`src/rtl/core_ctrl.sv`:
```
// Sequencer for the attention core: writes Q/K, loads K, executes, drains psums into pmem
// and reads them back out. A single phase counter is reused by every state.
module core_ctrl #(
    parameter int NQ  = 8,
    parameter int NK  = 8,
    parameter int GAP = 10
) (
    input  logic        clk,
    input  logic        reset,
    input  logic        start,
    input  logic        in_valid,
    output logic        in_ready,
    output logic [16:0] inst,
    output logic        busy,
    output logic        out_valid,
    output logic [3:0]  out_idx,
    output logic        done,
    output logic [3:0]  state_dbg_o
);

    // Handshake: a host word is transferred on a rising edge where in_valid & in_ready;
    // in_ready is high only in QWR/KWR and never depends on in_valid.

    typedef enum logic [3:0] {
        S_IDLE  = 4'd0,
        S_QWR   = 4'd1,
        S_KWR   = 4'd2,
        S_KLOAD = 4'd3,
        S_GAP1  = 4'd4,
        S_EXEC  = 4'd5,
        S_GAP2  = 4'd6,
        S_DRAIN = 4'd7,
        S_PRD   = 4'd8,
        S_DONE  = 4'd9
    } state_t;

    localparam logic [7:0] NQ_LAST  = 8'(NQ - 1);
    localparam logic [7:0] NK_LAST  = 8'(NK - 1);
    localparam logic [7:0] NK_CNT   = 8'(NK);
    localparam logic [7:0] KL_LAST  = 8'(NK + 1);
    localparam logic [7:0] GAP_LAST = 8'(GAP - 1);

    state_t     state_q, state_d;
    logic [7:0] cnt_q, cnt_d;
    logic       out_valid_q, out_valid_d;
    logic [3:0] out_idx_q, out_idx_d;

    logic       ofifo_rd, execute, load, qmem_rd, qmem_wr;
    logic       kmem_rd, kmem_wr, pmem_rd, pmem_wr;
    logic [3:0] qkmem_add, pmem_add;

    always_ff @(posedge clk or posedge reset) begin
        if (reset) begin
            state_q     <= S_IDLE;
            cnt_q       <= '0;
            out_valid_q <= 1'b0;
            out_idx_q   <= '0;
        end else begin
            state_q     <= state_d;
            cnt_q       <= cnt_d;
            out_valid_q <= out_valid_d;
            out_idx_q   <= out_idx_d;
        end
    end

    // Any transition clears the counter so each phase starts its index at 0.
    always_comb begin
        state_d = state_q;
        cnt_d   = cnt_q;
        unique case (state_q)
            S_IDLE: if (start) state_d = S_QWR;
            S_QWR: if (in_valid) begin
                if (cnt_q == NQ_LAST) state_d = S_KWR;
                else                  cnt_d   = cnt_q + 8'd1;
            end
            S_KWR: if (in_valid) begin
                if (cnt_q == NK_LAST) state_d = S_KLOAD;
                else                  cnt_d   = cnt_q + 8'd1;
            end
            S_KLOAD: if (cnt_q == KL_LAST)  state_d = S_GAP1;  else cnt_d = cnt_q + 8'd1;
            S_GAP1:  if (cnt_q == GAP_LAST) state_d = S_EXEC;  else cnt_d = cnt_q + 8'd1;
            S_EXEC:  if (cnt_q == NQ_LAST)  state_d = S_GAP2;  else cnt_d = cnt_q + 8'd1;
            S_GAP2:  if (cnt_q == GAP_LAST) state_d = S_DRAIN; else cnt_d = cnt_q + 8'd1;
            S_DRAIN: if (cnt_q == NQ_LAST)  state_d = S_PRD;   else cnt_d = cnt_q + 8'd1;
            S_PRD:   if (cnt_q == NQ_LAST)  state_d = S_DONE;  else cnt_d = cnt_q + 8'd1;
            S_DONE:  state_d = S_IDLE;
            default: state_d = S_IDLE;
        endcase
        if (state_d != state_q) cnt_d = '0;
    end

    always_comb begin
        ofifo_rd  = 1'b0;
        execute   = 1'b0;
        load      = 1'b0;
        qmem_rd   = 1'b0;
        qmem_wr   = 1'b0;
        kmem_rd   = 1'b0;
        kmem_wr   = 1'b0;
        pmem_rd   = 1'b0;
        pmem_wr   = 1'b0;
        qkmem_add = '0;
        pmem_add  = '0;
        in_ready  = 1'b0;
        unique case (state_q)
            S_QWR: begin
                in_ready  = 1'b1;
                qmem_wr   = in_valid;
                qkmem_add = cnt_q[3:0];
            end
            S_KWR: begin
                in_ready  = 1'b1;
                kmem_wr   = in_valid;
                qkmem_add = cnt_q[3:0];
            end
            S_KLOAD: begin
                load = 1'b1;
                // First and last cycles of the load window carry no kmem read.
                if (cnt_q >= 8'd1 && cnt_q <= NK_CNT) begin
                    kmem_rd   = 1'b1;
                    qkmem_add = 4'(cnt_q - 8'd1);
                end
            end
            S_EXEC: begin
                execute   = 1'b1;
                qmem_rd   = 1'b1;
                qkmem_add = cnt_q[3:0];
            end
            S_DRAIN: begin
                ofifo_rd = 1'b1;
                pmem_wr  = 1'b1;
                pmem_add = cnt_q[3:0];
            end
            S_PRD: begin
                pmem_rd  = 1'b1;
                pmem_add = cnt_q[3:0];
            end
            default: ;
        endcase
    end

    // pmem has one cycle of read latency, so the row flag trails pmem_rd by one cycle.
    assign out_valid_d = (state_q == S_PRD);
    assign out_idx_d   = (state_q == S_PRD) ? cnt_q[3:0] : 4'd0;

    assign inst = {ofifo_rd, qkmem_add, pmem_add, execute, load,
                   qmem_rd, qmem_wr, kmem_rd, kmem_wr, pmem_rd, pmem_wr};

    assign busy        = (state_q != S_IDLE);
    assign done        = (state_q == S_DONE);
    assign out_valid   = out_valid_q;
    assign out_idx     = out_idx_q;
    assign state_dbg_o = state_q;

endmodule

```
`config.mk`:
```
export PLATFORM = sky130hd
export DESIGN_NAME = core_ctrl
export DESIGN_NICKNAME = d
export VERILOG_FILES = /design/src/rtl/core_ctrl.sv
export SDC_FILE = /design/constraint.sdc
export NUM_CORES = 1
export LEC_CHECK = 0
export CORE_MARGIN = 2
export CORE_UTILIZATION = 45
export CTS_CLUSTER_DIAMETER = 30
export DETAILED_ROUTE_END_ITERATION = 8
export PLACE_DENSITY = 0.76
export SYNTH_ARGS = -nofsm -noshare
export SYNTH_HDL_FRONTEND = slang
export SYNTH_SLANG_ARGS = --single-unit
```
`constraint.sdc`:
```
create_clock -name clk -period 1.9 [get_ports clk]
set_input_delay 0.285 -clock clk [delete_from_list [all_inputs] [get_ports clk]]
set_output_delay 0.285 -clock clk [all_outputs]
set_load 0.02 [all_outputs]
```
==> qor.csv <==
metric,value,unit
worstPathCellList,"or4_4, or3_4, a21oi_2, a21o_1, buf_6",
status,"finished, violations left",
cp_num_cells,5,
antenna_found_initial,0,
synthFlopType,dfrtp_1,
grt_pass1_vias,1646,
die_w,60.8,um
start_kind,flip-flop,
worst_r2r_path_depth,10,
crit_type,reg -> out,
endpoint,inst[15],
slew_viol_final,0,
grt_remaining_overflow,0,
syn_area,1450,um^2
crit_arrival,2.07,ns
nets,259,
yosys_warnings,0,
finalWorstSetupSlack,-0.455,ns
slowest_stage,or4_4,
dp.cells,270,
power_density,235,nW/um^2
num_io_pins,33,
crit_buf_inv,1,
crit_family,simple AND/OR/NAND/NOR gates,
grt_max_degree,18,
htree_levels,1,
tightest_slew,0.696,ns
syn_inst,160,
timing.fmax,425,MHz
slowest_delay,0.56,ns
ir_drop,208,uV
start_util,47.5,%
clock_skew,0.00302,ns
period_minus_slack,2.35,ns
num_rows,20,
drc,0,
synth_top_area_share,29.3,%
synthArstFlopShare,100,%
rrSetupSlack,-0.41,ns
cts-root-buf,clkbuf_4,
place_congestion,0.829,
path_max_fanout,5,
cts_tree,built,
clk_latency,0.31,ns
finalSetupViolCount,23,
coreArea,3050,um^2
dp_hpwl,3260,um
postSynthAreaPerCell,9.06,um^2
violations,negative setup slack,
final_hold_viol_count,0,
totalWireLength,5810,um
endpoint_kind,output port,
r2r-end,cnt_q[2]$_DFFE_PP0P_,
port_buffers,32,
synthDistinctLibCells,51,
yosysTopAreaCell,dfrtp_1,
drt_pass1_iterations,4,
cp.required,1.62,ns
cts.sinks,17,
totalPowerFinal,604,uW
synth-edff-count,0,
ys_seq_elements,17,
syn2layout_area_growth,77.5,%
grt_use_total,29.1,%
rsz0062_at_grt,yes,
dieArea,3690,um^2
num_antenna_cells,0,
drive_gt1_share,62.8,%
hold_path.class,in -> async,
max_slew_margin,53.6,%
cts.path.max_buffers,2,
drtAntennaViolNets,0,
r2r_start,cnt_q[0]$_DFFE_PP0P_,
drt-initial-drc-count,136,
fin_util,84.3,%
cts_buffers,3,
synth_nets,168,
finalSetupTns,-5.97,ns
postCtsHoldBufs,0,
clk_pin_slew,0.12,ns
via_per_inst,5.89,
nFillCells,159,
ys_seq_area_share,29.3,%
cap_violations,0,
dieHeight,60.8,um
wire_per_inst,19.7,um
crit_start,cnt_q[6]$_DFFE_PP0P_,
grt_pass1_wl,7870,um
p_leak,0.00114,uW
ys_top_cells_by_area,"dfrtp_1 (29%), buf_4 (5.2%), a22oi_2 (4.3%)",
layoutNonFillerInstCount,294,
vias,1732,
period_share,124,%
-- worst min-delay path by stage --
stage / slack, ns / end / cells past startpoint
after floorplan: 0.21 / cnt_q[1]$_DFFE_PP0P_ / 1
after global placement: 0.60 / state_dbg_o[2]$_DFF_PP0_ / 2
after detailed placement: 0.61 / state_dbg_o[2]$_DFF_PP0_ / 2
after CTS: 0.39 / out_idx[2]$_DFF_PP0_ / 2
after global routing: 0.43 / cnt_q[4]$_DFFE_PP0P_ / 2
final: 0.37 / out_idx[2]$_DFF_PP0_ / 2
-- final cells by class --
cell class,count,area (um^2),area share [%]
clock buffer,3,22.5,0.875
inverter,8,37.5,1.46
sequential,17,432,16.8
tap,44,55.1,2.14
multi-input combinational,117,1070,41.7
clock inverter,1,7.51,0.292
timing repair buffer,104,947,36.8
-- kinds of logic (layout without fill, tap and decap cells) --
logic type / Yosys count / after routing / synth area share [%]
xor gates and xnor gates: 2 / 2 / 1.21
DFF: 17 / 17 / 29.3
muxes: 1 / 1 / 0.690
adders and majority gates: 4 / 4 / 3.45
buffers and inverters: 26 / 116 / 12.0
AOI/OAI and AO/OA: 44 / 44 / 24.1
and+or+nand+nor: 66 / 66 / 29.2
-- flip-flops by register name (all words and copies together), names as in the netlist --
name,count
out_valid,1
state_dbg_o,4
cnt_q,8
out_idx,4
-- where the power goes --
group | leakage, uW | switching, uW | total, uW | internal [uW]
registers | 0.000208 | 0 | 362 | 362
logic | 0.000916 | 12.3 | 20.8 | 8.53
clock network | 0.0000139 | 142 | 222 | 80.3
-- synthesized netlist by cell type, drive strengths merged (3+ instances only) --
master / n
nand3b: 4
clkbuf: 4
or4: 6
nand2: 8
ha: 4
a22oi: 5
nand2b: 6
a21oi: 9
o21ai: 12
nor2: 16
inv: 7
o31ai: 3
and2: 6
buf: 14
dfrtp: 17
or3: 6
-- metrics by stage --
step	cell area, um^2	hold slack [ns]	setup slack (ns)
finish	2570	0.370	-0.455
global route	2570	0.433	-0.523
detailed placement	2120	0.610	-0.567
floorplan	1500	0.211	-0.116
global placement	2120	0.596	-0.513
CTS	2370	0.392	-0.426
-- layer usage --
| metal | vias up | GRT usage [%] | share of wire (%) |
|---|---|---|---|
| li1 | 756 | - | - |
| met1 | 852 | 35.8 | 38 |
| met3 | 22 | 5.33 | 6.5 |
| met2 | 102 | 50.1 | 51 |
| met5 | - | 0 | 0 |
| met4 | 0 | 11.8 | 4.0 |
-- what timing repair did --
item,4_1_cts,5_1_grt
gates cloned,0,0
buffers inserted,15,10
hold endpoints to repair,0,0
resized for setup,133,38
pin swaps,16,13
endpoints found under the setup margin,30,30
-- placed cells by master (no fill, tap or decap), types with 2 or more instances in the layout --
master           instances
nand2b_1                 5
buf_2                    4
a21o_1                   2
ha_4                     3
or4_1                    2
and2_4                   4
inv_1                    4
nor2_2                   4
dfrtp_2                  5
o31ai_1                  3
a22oi_2                  5
clkbuf_4                 3
o21a_1                   2
nor2_1                  11
or4_4                    4
nor4_4                   2
nand3b_1                 4
a21oi_2                  5
buf_4                   53
or3_1                    4
o21ai_2                  3
and2_1                   2
nand3_1                  2
buf_6                   32
o21ai_1                  5
dfrtp_1                 12
buf_12                   2
inv_2                    2
a21oi_1                  4
clkdlybuf4s50_1         11
nand2_1                  6
o21ai_0                  3
Note: power is estimated with default switching activity, not from simulation.
